--- src/rtl/imem_loader.sv ---
`default_nettype none
// ============================================================================
// Module      : imem_loader
// Description : Boot/debug-link instruction memory loader. Accepts a byte
//               stream, packs bytes little-endian (first byte = LSB) into
//               32-bit words and writes them to consecutive instruction
//               memory words through a single write port. Keeps the core in
//               reset (cpu_hold_o) until an image has loaded correctly.
// Config      : IMEM_LOADER_CHECKSUM_EN - when defined, a trailing 4-byte
//               checksum word is received after the last data word and
//               compared against the XOR of all written words.
// Ports       : clk_i          rising-edge clock
//               reset_i        synchronous active-high reset
//               start_i        1-cycle start pulse, word_count_i sampled with it
//               word_count_i   number of 32-bit words in the image
//               rx_data_i      stream byte
//               rx_valid_i     stream byte valid
//               rx_ready_o     loader accepts a byte this cycle
//               mem_we_o       memory write strobe, one cycle per word
//               mem_addr_o     byte address of the word written
//               mem_wdata_o    word written
//               busy_o         load in progress
//               done_o         load finished (good or bad), sticky
//               error_o        load failed, meaningful while done_o = 1
//               cpu_hold_o     1 = keep core in reset
// Revision    : 1.0 - initial release
// ============================================================================
module imem_loader #(
    parameter int DEPTH = 256,
    parameter int CNT_W = $clog2(DEPTH) + 1
) (
    input  logic             clk_i,
    input  logic             reset_i,
    input  logic             start_i,
    input  logic [CNT_W-1:0] word_count_i,
    input  logic [7:0]       rx_data_i,
    input  logic             rx_valid_i,
    output logic             rx_ready_o,
    output logic             mem_we_o,
    output logic [31:0]      mem_addr_o,
    output logic [31:0]      mem_wdata_o,
    output logic             busy_o,
    output logic             done_o,
    output logic             error_o,
    output logic             cpu_hold_o
);

    typedef enum logic [2:0] {
        S_IDLE  = 3'd0,
        S_RECV  = 3'd1,
        S_WRITE = 3'd2,
`ifdef IMEM_LOADER_CHECKSUM_EN
        S_CHECK = 3'd3,
`endif
        S_DONE  = 3'd4
    } state_t;

    localparam logic [CNT_W-1:0] c_DEPTH = CNT_W'(DEPTH);
    localparam logic [CNT_W-1:0] c_ONE   = CNT_W'(1);

    state_t             r_state_q;
    logic [CNT_W-1:0]   r_count_q;
    logic [CNT_W-1:0]   r_word_idx_q;
    logic [1:0]         r_byte_idx_q;
    logic [23:0]        r_shift_q;      // bytes 0..2 of the word being assembled
    logic               r_rx_ready_q;
    logic               r_mem_we_q;
    logic [31:0]        r_mem_addr_q;
    logic [31:0]        r_mem_wdata_q;
    logic               r_busy_q;
    logic               r_done_q;
    logic               r_error_q;
    logic               r_cpu_hold_q;
`ifdef IMEM_LOADER_CHECKSUM_EN
    logic [31:0]        r_xor_q;
`endif

    logic               w_xfer;
    logic [31:0]        w_word;
    logic               w_count_ok;
    logic               w_last_word;

    assign w_xfer      = rx_valid_i & r_rx_ready_q;
    // Complete word as it stands once the current byte lands in the top lane.
    assign w_word      = {rx_data_i, r_shift_q};
    // Rejecting counts above DEPTH is what keeps the address from wrapping.
    assign w_count_ok  = (word_count_i != '0) && (word_count_i <= c_DEPTH);
    assign w_last_word = (r_word_idx_q == (r_count_q - c_ONE));

    always_ff @(posedge clk_i) begin
        if (reset_i) begin
            r_state_q     <= S_IDLE;
            r_count_q     <= '0;
            r_word_idx_q  <= '0;
            r_byte_idx_q  <= '0;
            r_shift_q     <= '0;
            r_rx_ready_q  <= 1'b0;
            r_mem_we_q    <= 1'b0;
            r_mem_addr_q  <= '0;
            r_mem_wdata_q <= '0;
            r_busy_q      <= 1'b0;
            r_done_q      <= 1'b0;
            r_error_q     <= 1'b0;
            r_cpu_hold_q  <= 1'b1;
`ifdef IMEM_LOADER_CHECKSUM_EN
            r_xor_q       <= '0;
`endif
        end else begin
            case (r_state_q)
                S_IDLE, S_DONE: begin
                    if (start_i) begin
                        if (!w_count_ok) begin
                            r_state_q    <= S_DONE;
                            r_busy_q     <= 1'b0;
                            r_done_q     <= 1'b1;
                            r_error_q    <= 1'b1;
                            r_cpu_hold_q <= 1'b1;
                        end else begin
                            r_state_q    <= S_RECV;
                            r_count_q    <= word_count_i;
                            r_word_idx_q <= '0;
                            r_byte_idx_q <= '0;
                            r_shift_q    <= '0;
                            r_rx_ready_q <= 1'b1;
                            r_busy_q     <= 1'b1;
                            r_done_q     <= 1'b0;
                            r_error_q    <= 1'b0;
                            r_cpu_hold_q <= 1'b1;
`ifdef IMEM_LOADER_CHECKSUM_EN
                            r_xor_q      <= '0;
`endif
                        end
                    end
                end

                S_RECV: begin
                    if (w_xfer) begin
                        r_shift_q    <= {rx_data_i, r_shift_q[23:8]};
                        r_byte_idx_q <= r_byte_idx_q + 2'd1;
                        if (r_byte_idx_q == 2'd3) begin
                            r_state_q     <= S_WRITE;
                            r_rx_ready_q  <= 1'b0;
                            r_mem_we_q    <= 1'b1;
                            r_mem_addr_q  <= 32'({r_word_idx_q, 2'b00});
                            r_mem_wdata_q <= w_word;
`ifdef IMEM_LOADER_CHECKSUM_EN
                            r_xor_q       <= r_xor_q ^ w_word;
`endif
                        end
                    end
                end

                S_WRITE: begin
                    r_mem_we_q   <= 1'b0;
                    r_byte_idx_q <= '0;
                    if (w_last_word) begin
`ifdef IMEM_LOADER_CHECKSUM_EN
                        r_state_q    <= S_CHECK;
                        r_rx_ready_q <= 1'b1;
`else
                        r_state_q    <= S_DONE;
                        r_busy_q     <= 1'b0;
                        r_done_q     <= 1'b1;
                        r_cpu_hold_q <= r_error_q;
`endif
                    end else begin
                        r_state_q    <= S_RECV;
                        r_word_idx_q <= r_word_idx_q + c_ONE;
                        r_rx_ready_q <= 1'b1;
                    end
                end

`ifdef IMEM_LOADER_CHECKSUM_EN
                S_CHECK: begin
                    if (w_xfer) begin
                        r_shift_q    <= {rx_data_i, r_shift_q[23:8]};
                        r_byte_idx_q <= r_byte_idx_q + 2'd1;
                        if (r_byte_idx_q == 2'd3) begin
                            r_state_q    <= S_DONE;
                            r_rx_ready_q <= 1'b0;
                            r_busy_q     <= 1'b0;
                            r_done_q     <= 1'b1;
                            r_error_q    <= (w_word != r_xor_q);
                            r_cpu_hold_q <= (w_word != r_xor_q);
                        end
                    end
                end
`endif

                default: begin
                    r_state_q <= S_IDLE;
                end
            endcase
        end
    end

    assign rx_ready_o  = r_rx_ready_q;
    assign mem_we_o    = r_mem_we_q;
    assign mem_addr_o  = r_mem_addr_q;
    assign mem_wdata_o = r_mem_wdata_q;
    assign busy_o      = r_busy_q;
    assign done_o      = r_done_q;
    assign error_o     = r_error_q;
    assign cpu_hold_o  = r_cpu_hold_q;

endmodule
`default_nettype wire

--- config.mk ---
export PLATFORM = sky130hd
export DESIGN_NAME = imem_loader
export DESIGN_NICKNAME = d
export VERILOG_FILES = /design/src/rtl/imem_loader.sv
export SDC_FILE = /design/constraint.sdc
export NUM_CORES = 1
export LEC_CHECK = 0
export ABC_CLOCK_PERIOD_IN_PS = 3820
export CORE_MARGIN = 5
export CORE_UTILIZATION = 52
export CTS_BUF_LIST = sky130_fd_sc_hd__clkbuf_16
export DETAILED_ROUTE_END_ITERATION = 8
export HOLD_SLACK_MARGIN = 0.02
export MAX_ROUTING_LAYER = met4
export PLACE_DENSITY = 0.83
export RECOVER_POWER = 50
export SYNTH_ARGS = -nofsm -noshare
export SYNTH_HDL_FRONTEND = slang
export SYNTH_SLANG_ARGS = --single-unit
--- constraint.sdc ---
create_clock -name clk_i -period 3.82 [get_ports clk_i]
set_input_delay 0.764 -clock clk_i [delete_from_list [all_inputs] [get_ports clk_i]]
set_output_delay 0.764 -clock clk_i [all_outputs]
set_load 0.005 [all_outputs]
==> impl_metrics.toml, run 1 <==
[status]
outcome = "complete, no violations"

[setup_path]
critPathMostFrequentCell = "or4_1"
crit_fanout = 7
cpPeakStageDelay_ns = 0.58
cp.required_ns = 4.09
critPathKind = "primary input to register"
arrival_ns = 3.40
cp-end-kind = "register"
start_kind = "primary input"
slowest_stage = "or4_1"
path_cells = "dlygate4sd3_1 -> or4_1 -> o21ai_1 -> a31oi_1 -> a21oi_2 -> nand3_4 -> or4_1 -> a21oi_1"

[detailed_routing]
vias = 3494
drtIter0Drc = 195
wire_per_inst_um = 14.8
via_per_inst = 5.38
firstDrtPassIters = 4
drc = 0
drt_wl_total_um = 9590
antenna_left = 0

[place]
place_hpwl_um = 6740
placed_area_um2 = 4730
gp_congestion = 0.901
dpl.cell_count = 633
portBuffers = 67

[floorplanning]
die_w_um = 98.7
core_area_um2 = 7690
std_cell_rows = 32
initial_core_util_pct = 53.3
die_area_um2 = 9750
die_h_um = 98.7
io_pins = 91

[final_layout]
synthToLayoutAreaGrowth_pct = 22.3
fillers = 666
insertedDiodeCount = 0
nNetsFinal = 566
final_cell_count_no_fill = 649
fin_util_pct = 65.2
fin_area_um2 = 5010
post_route_cells_drive_above_1_share_pct = 5.48

[cts]
cts_buffer_depth = 2
cts_max_level = 3
clock_latency_ns = 0.34
post_cts_buffers = 0
path_clk_slew_ns = 0.07
clockRootBuffer = "clkbuf_16"
cts_sinks = 94
cts-hold-fix-buffers = 0
cts.repair.resized = 0
cts_made_buffers = 9
cts_tree = "yes"

[sta]
period_share_pct = 82.1
fmax_ghz = 0.319
slew_violations = 0
fin_crit_ns = 3.13
final_hold_viol_count = 0
relSlewSlack_pct = 31.2
worst_slew_pin_slew_ns = 1.03
grt_setup_unrepaired = "no"
tns_ns = 0
skew_ns = 0.00831
setup_viol = 0

[logic_synthesis]
syn_inst = 492
async_flop_share_pct = 0
netlist_area_um2 = 4090
ys.flop_type = "dfxtp_1"
ys_warn_count = 0
synth_seq_cells = 94
synth.distinct_cells = 50
synth.avg_cell_area_um2 = 8.32
seq_area_frac_synth_pct = 46.0
synth_enable_flop_cells = 0

[power]
totalPowerFinal_mw = 2.05
powerDensity_nw_per_um2 = 408
p_leak_nw = 1.98
ir_worst_vdd_v = 0.000285

[global_routing]
grt_usage_pct = 20.6
antenna_found_initial = 0
grt_max_degree = 67
grt_pass1_vias = 3488
grt_overflow = 0
grt_pass1_wl_um = 16100

[flow_run]
max_cap_viol_count = 0

[hold_path]
hp-class = "register to register"
## layout make-up
class	count	area, um2	share of cell area (%)
Clock buffer	9	225	4.50
Timing Repair Buffer	73	707	14.1
Tap cell	102	128	2.55
Clock inverter	7	73.8	1.47
Multi-Input combinational cell	354	1960	39.0
Inverter	10	37.5	0.749
Sequential cell	94	1880	37.6
## cell usage after synthesis, drive strengths merged, types with 2 or more instances
cell / instances / area [um2]
a21oi: 56 / 284
a22oi: 25 / 188
a31oi: 3 / 18.8
and2: 5 / 31.3
buf: 25 / 189
clkbuf: 31 / 116
dfxtp: 94 / 1880
ha: 3 / 37.5
inv: 10 / 37.5
mux2i: 12 / 120
nand2: 97 / 364
nand2b: 4 / 25.0
nand3: 7 / 47.6
nand4: 6 / 37.5
nor2: 42 / 158
nor3: 6 / 30.0
nor3b: 2 / 15.0
nor4: 3 / 18.8
o211ai: 2 / 15.0
o21ai: 7 / 35.0
o311a: 2 / 20.0
o31ai: 3 / 22.5
or2: 4 / 25.0
or3: 7 / 43.8
or4: 6 / 48.8
xnor2: 10 / 87.6
xnor3: 2 / 45.0
xor2: 3 / 26.3
## logic make-up (layout without fill, tap and decap cells)
| logic type | after synthesis | count (layout) | share of synthesized area (%) |
|---|---|---|---|
| other | 1 | 23 | 0.0916 |
| XOR/XNOR | 15 | 15 | 3.88 |
| flip-flops | 94 | 94 | 46.0 |
| multiplexers | 12 | 12 | 2.93 |
| AO/OA/AOI/OAI | 106 | 106 | 16.0 |
| adder cells (fa/ha/maj) | 3 | 3 | 0.917 |
| AND/OR/NAND/NOR | 195 | 195 | 21.8 |
| buffers and inverters | 66 | 99 | 8.37 |
## cell usage in the layout, fill, tap and decap left out, types with 3 or more instances in the layout
master	netlist	final
mux2i_1	12	12
and2_1	5	4
xnor2_1	10	10
clkdlybuf4s50_1	0	17
conb_1	1	23
or3_1	7	7
a22oi_1	25	25
ha_1	3	3
or4_1	5	5
buf_4	23	5
nor4_1	3	3
nor3_1	6	6
a31oi_1	3	3
xor2_1	3	3
nand3_1	6	6
nand4_1	6	6
inv_1	10	10
nand2b_1	4	4
a21oi_1	55	54
clkbuf_16	0	9
inv_6	0	3
or2_1	3	3
dlygate4sd3_1	0	49
o31ai_1	3	3
nand2_1	97	97
o21ai_0	5	5
nor2_1	42	42
dfxtp_1	94	94
## state kept, by name, indices dropped and copies added, names as in the netlist, 2 cells and up
signal / cells
r_shift_q: 24
mem_addr_o: 9
r_state_q: 3
r_byte_idx_q: 2
r_count_q: 9
mem_wdata_o: 32
r_word_idx_q: 9
## worst paths after layout
check	startpoint	end	slack, ns	cells after the start
max	word_count_i[2]	r_word_idx_q[8]	0.69	8
min	mem_wdata_o[25]	mem_wdata_o[25]	0.45	2
max reg2reg	r_state_q[1]	mem_wdata_o[22]	1.07	7
min reg2reg	mem_wdata_o[25]	mem_wdata_o[25]	0.45	2
## routing by layer
| layer | routed length [um] | up-vias | global-route usage (%) |
|---|---|---|---|
| met5 | 0 | - | - |
| met4 | 193 | 0 | 9.03 |
| met3 | 477 | 14 | 4.25 |
| met2 | 4910 | 86 | 35.5 |
| met1 | 4010 | 1649 | 22.9 |
| li1 | - | 1745 | - |
## critical path, delay by kind of cell
family / cells / cell delay, ns
AND/OR/NAND/NOR: 3 / 1.25
buffers and inverters: 1 / 0.56
AO/OA/AOI/OAI: 4 / 0.83
## stage by stage
stage                     setup WS, ns  hold slack (ns)
final                            0.685            0.453
after global placement           0.537            0.442
after global routing             0.466            0.468
after floorplan                   1.12            0.432
after CTS                        0.844            0.457
after detailed placement         0.501            0.447
## power by group
part	total, mW	switching (mW)	internal (mW)
registers	1.01	0.0167	0.991
clock network	0.883	0.419	0.464
logic	0.155	0.0872	0.0674
total	2.05	0.522	1.52
(Power assumes the default switching activity.)
==> run 2: changes to the inputs <==
--- a/config.mk
+++ b/config.mk
@@ -5,14 +5,14 @@
 export SDC_FILE = /design/constraint.sdc
 export NUM_CORES = 1
 export LEC_CHECK = 0
-export ABC_CLOCK_PERIOD_IN_PS = 3820
+export ABC_CLOCK_PERIOD_IN_PS = 2950
 export CORE_MARGIN = 5
-export CORE_UTILIZATION = 52
+export CORE_UTILIZATION = 50
 export CTS_BUF_LIST = sky130_fd_sc_hd__clkbuf_16
 export DETAILED_ROUTE_END_ITERATION = 8
 export HOLD_SLACK_MARGIN = 0.02
 export MAX_ROUTING_LAYER = met4
-export PLACE_DENSITY = 0.83
+export PLACE_DENSITY = 0.8
 export RECOVER_POWER = 50
 export SYNTH_ARGS = -nofsm -noshare
 export SYNTH_HDL_FRONTEND = slang
==> constraint.sdc (replaced) <==
create_clock -name clk_i -period 2.95 [get_ports clk_i]
set_input_delay 0.59 -clock clk_i [delete_from_list [all_inputs] [get_ports clk_i]]
set_output_delay 0.59 -clock clk_i [all_outputs]
set_load 0.005 [all_outputs]
==> impl_metrics.toml, run 2 (same netlist as run 1, synthesis figures left out) <==
[status]
outcome = "complete, no violations"

[sta]
fin_crit_ns = 2.77
period_share_pct = 93.8
final.setup.worst_slack_ns = 0.184
worst_slew_pin_slew_ns = 1.05
slew_violations = 0
fmax_ghz = 0.362
skew_ns = 0.00575
final_hold_viol_count = 0
grt_setup_unrepaired = "no"
hold-worst-slack_ns = 0.452
relSlewSlack_pct = 30.0
setup_viol = 0

[detailed_routing]
via_per_inst = 5.46
drc = 0
vias = 3579
wire_per_inst_um = 15.0
firstDrtPassIters = 4
drtIter0Drc = 191
drt_wl_total_um = 9820
antenna_left = 0

[cts]
cts_tree = "yes"
post_cts_buffers = 0
clockRootBuffer = "clkbuf_16"
cts_max_level = 3
cts_buffer_depth = 2
cts_made_buffers = 9
cts-hold-fix-buffers = 0
clock_latency_ns = 0.33
cts_sinks = 94
path_clk_slew_ns = 0.07

[power]
powerDensity_nw_per_um2 = 522
p_leak_nw = 2.00
totalPowerFinal_mw = 2.65
ir_worst_vdd_v = 0.000352

[global_routing]
grt_max_degree = 52
antenna_found_initial = 0
grt_overflow = 0
grt_usage_pct = 20.4
grt_pass1_wl_um = 16500
grt_pass1_vias = 3631

[place]
portBuffers = 67
dp_slack_ns = -0.190
place_hpwl_um = 6930
gp_congestion = 0.856

[hold_path]
hp-class = "register to register"

[final_layout]
synthToLayoutAreaGrowth_pct = 23.9
insertedDiodeCount = 0
fin_util_pct = 62.7
largest_register_ffs = 32
post_route_cells_drive_above_1_share_pct = 6.55
layout_commonest_cell = "nand2_1"
final_cell_mix = "97 x nand2_1, 94 x dfxtp_1, 54 x a21oi_1"
nNetsFinal = 569

[setup_path]
cp.required_ns = 3.22
start_kind = "primary input"
critPathKind = "primary input to register"
crit_fanout = 5
arrival_ns = 3.04
cp-end-kind = "register"

[floorplanning]
die_h_um = 100
initial_core_util_pct = 50.6
io_pins = 91
die_area_um2 = 10100
std_cell_rows = 33
core_area_um2 = 8090
die_w_um = 100

[flow_run]
max_cap_viol_count = 0
## run 2: cell types whose count changed in the layout (fill, tap and decap cells not counted), sizes merged
cell | before | now
clkbuf | 10 | 11
clkinv | 2 | 4
inv | 15 | 13
dlygate4sd3 | 49 | 47
clkdlybuf4s50 | 17 | 19
buf | 6 | 8
## run 2: report_power, final
part	internal, mW	switching (mW)	total (mW)	leakage, nW
Sequential	1.28	0.0215	1.31	0.759
Clock	0.601	0.528	1.13	0.148
Combinational	0.0964	0.119	0.215	1.10
## run 2: metrics by stage
step           cell area (um2)  setup TNS, ns  instances
6_report                  5070              0        655
4_1_cts                   5070              0        655
5_1_grt                   5070              0        655
3_3_place_gp              4760         -0.221        639
3_5_place_dp              4760          -1.34        639
2_1_floorplan             4180              0        514
## run 2: critical path, stage by stage
cell,delay [ns]
clkdlybuf4s50_1,0.42
or4_1,0.58
o21ai_2,0.21
a31oi_1,0.16
a21oi_2,0.30
nand3_4,0.12
or4_1,0.51
a21oi_1,0.14
## run 2: final cells by class
cell class	count	area [um2]
timing repair buffer	76	752
multi-input combinational	354	1970
sequential	94	1880
tap	105	131
fill	702	3020
clock inverter	7	76.3
clock buffer	9	225
inverter	10	37.5
## run 2: worst paths after layout
path / startpoint / depth (start not counted) / slack (ns) / end
setup / recovery: word_count_i[6] / 8 / 0.18 / r_word_idx_q[8]
hold reg to reg: mem_addr_o[8] / 2 / 0.45 / mem_addr_o[8]
setup reg to reg: r_count_q[0] / 9 / 0.36 / r_word_idx_q[8]
hold / removal: mem_addr_o[8] / 2 / 0.45 / mem_addr_o[8]
## run 2: routing by layer
metal,vias to the layer above,global-route usage (%),routed length [um]
met5,-,-,0
met4,0,9.02,315
met3,30,4.29,619
met2,132,34.0,4950
met1,1676,23.6,3940
li1,1741,-,-
## run 2: repair_timing
action | CTS | global route
gates resized for setup | 0 | 3
endpoints found under the setup margin | 0 | 3
hold endpoints to repair | 0 | 0
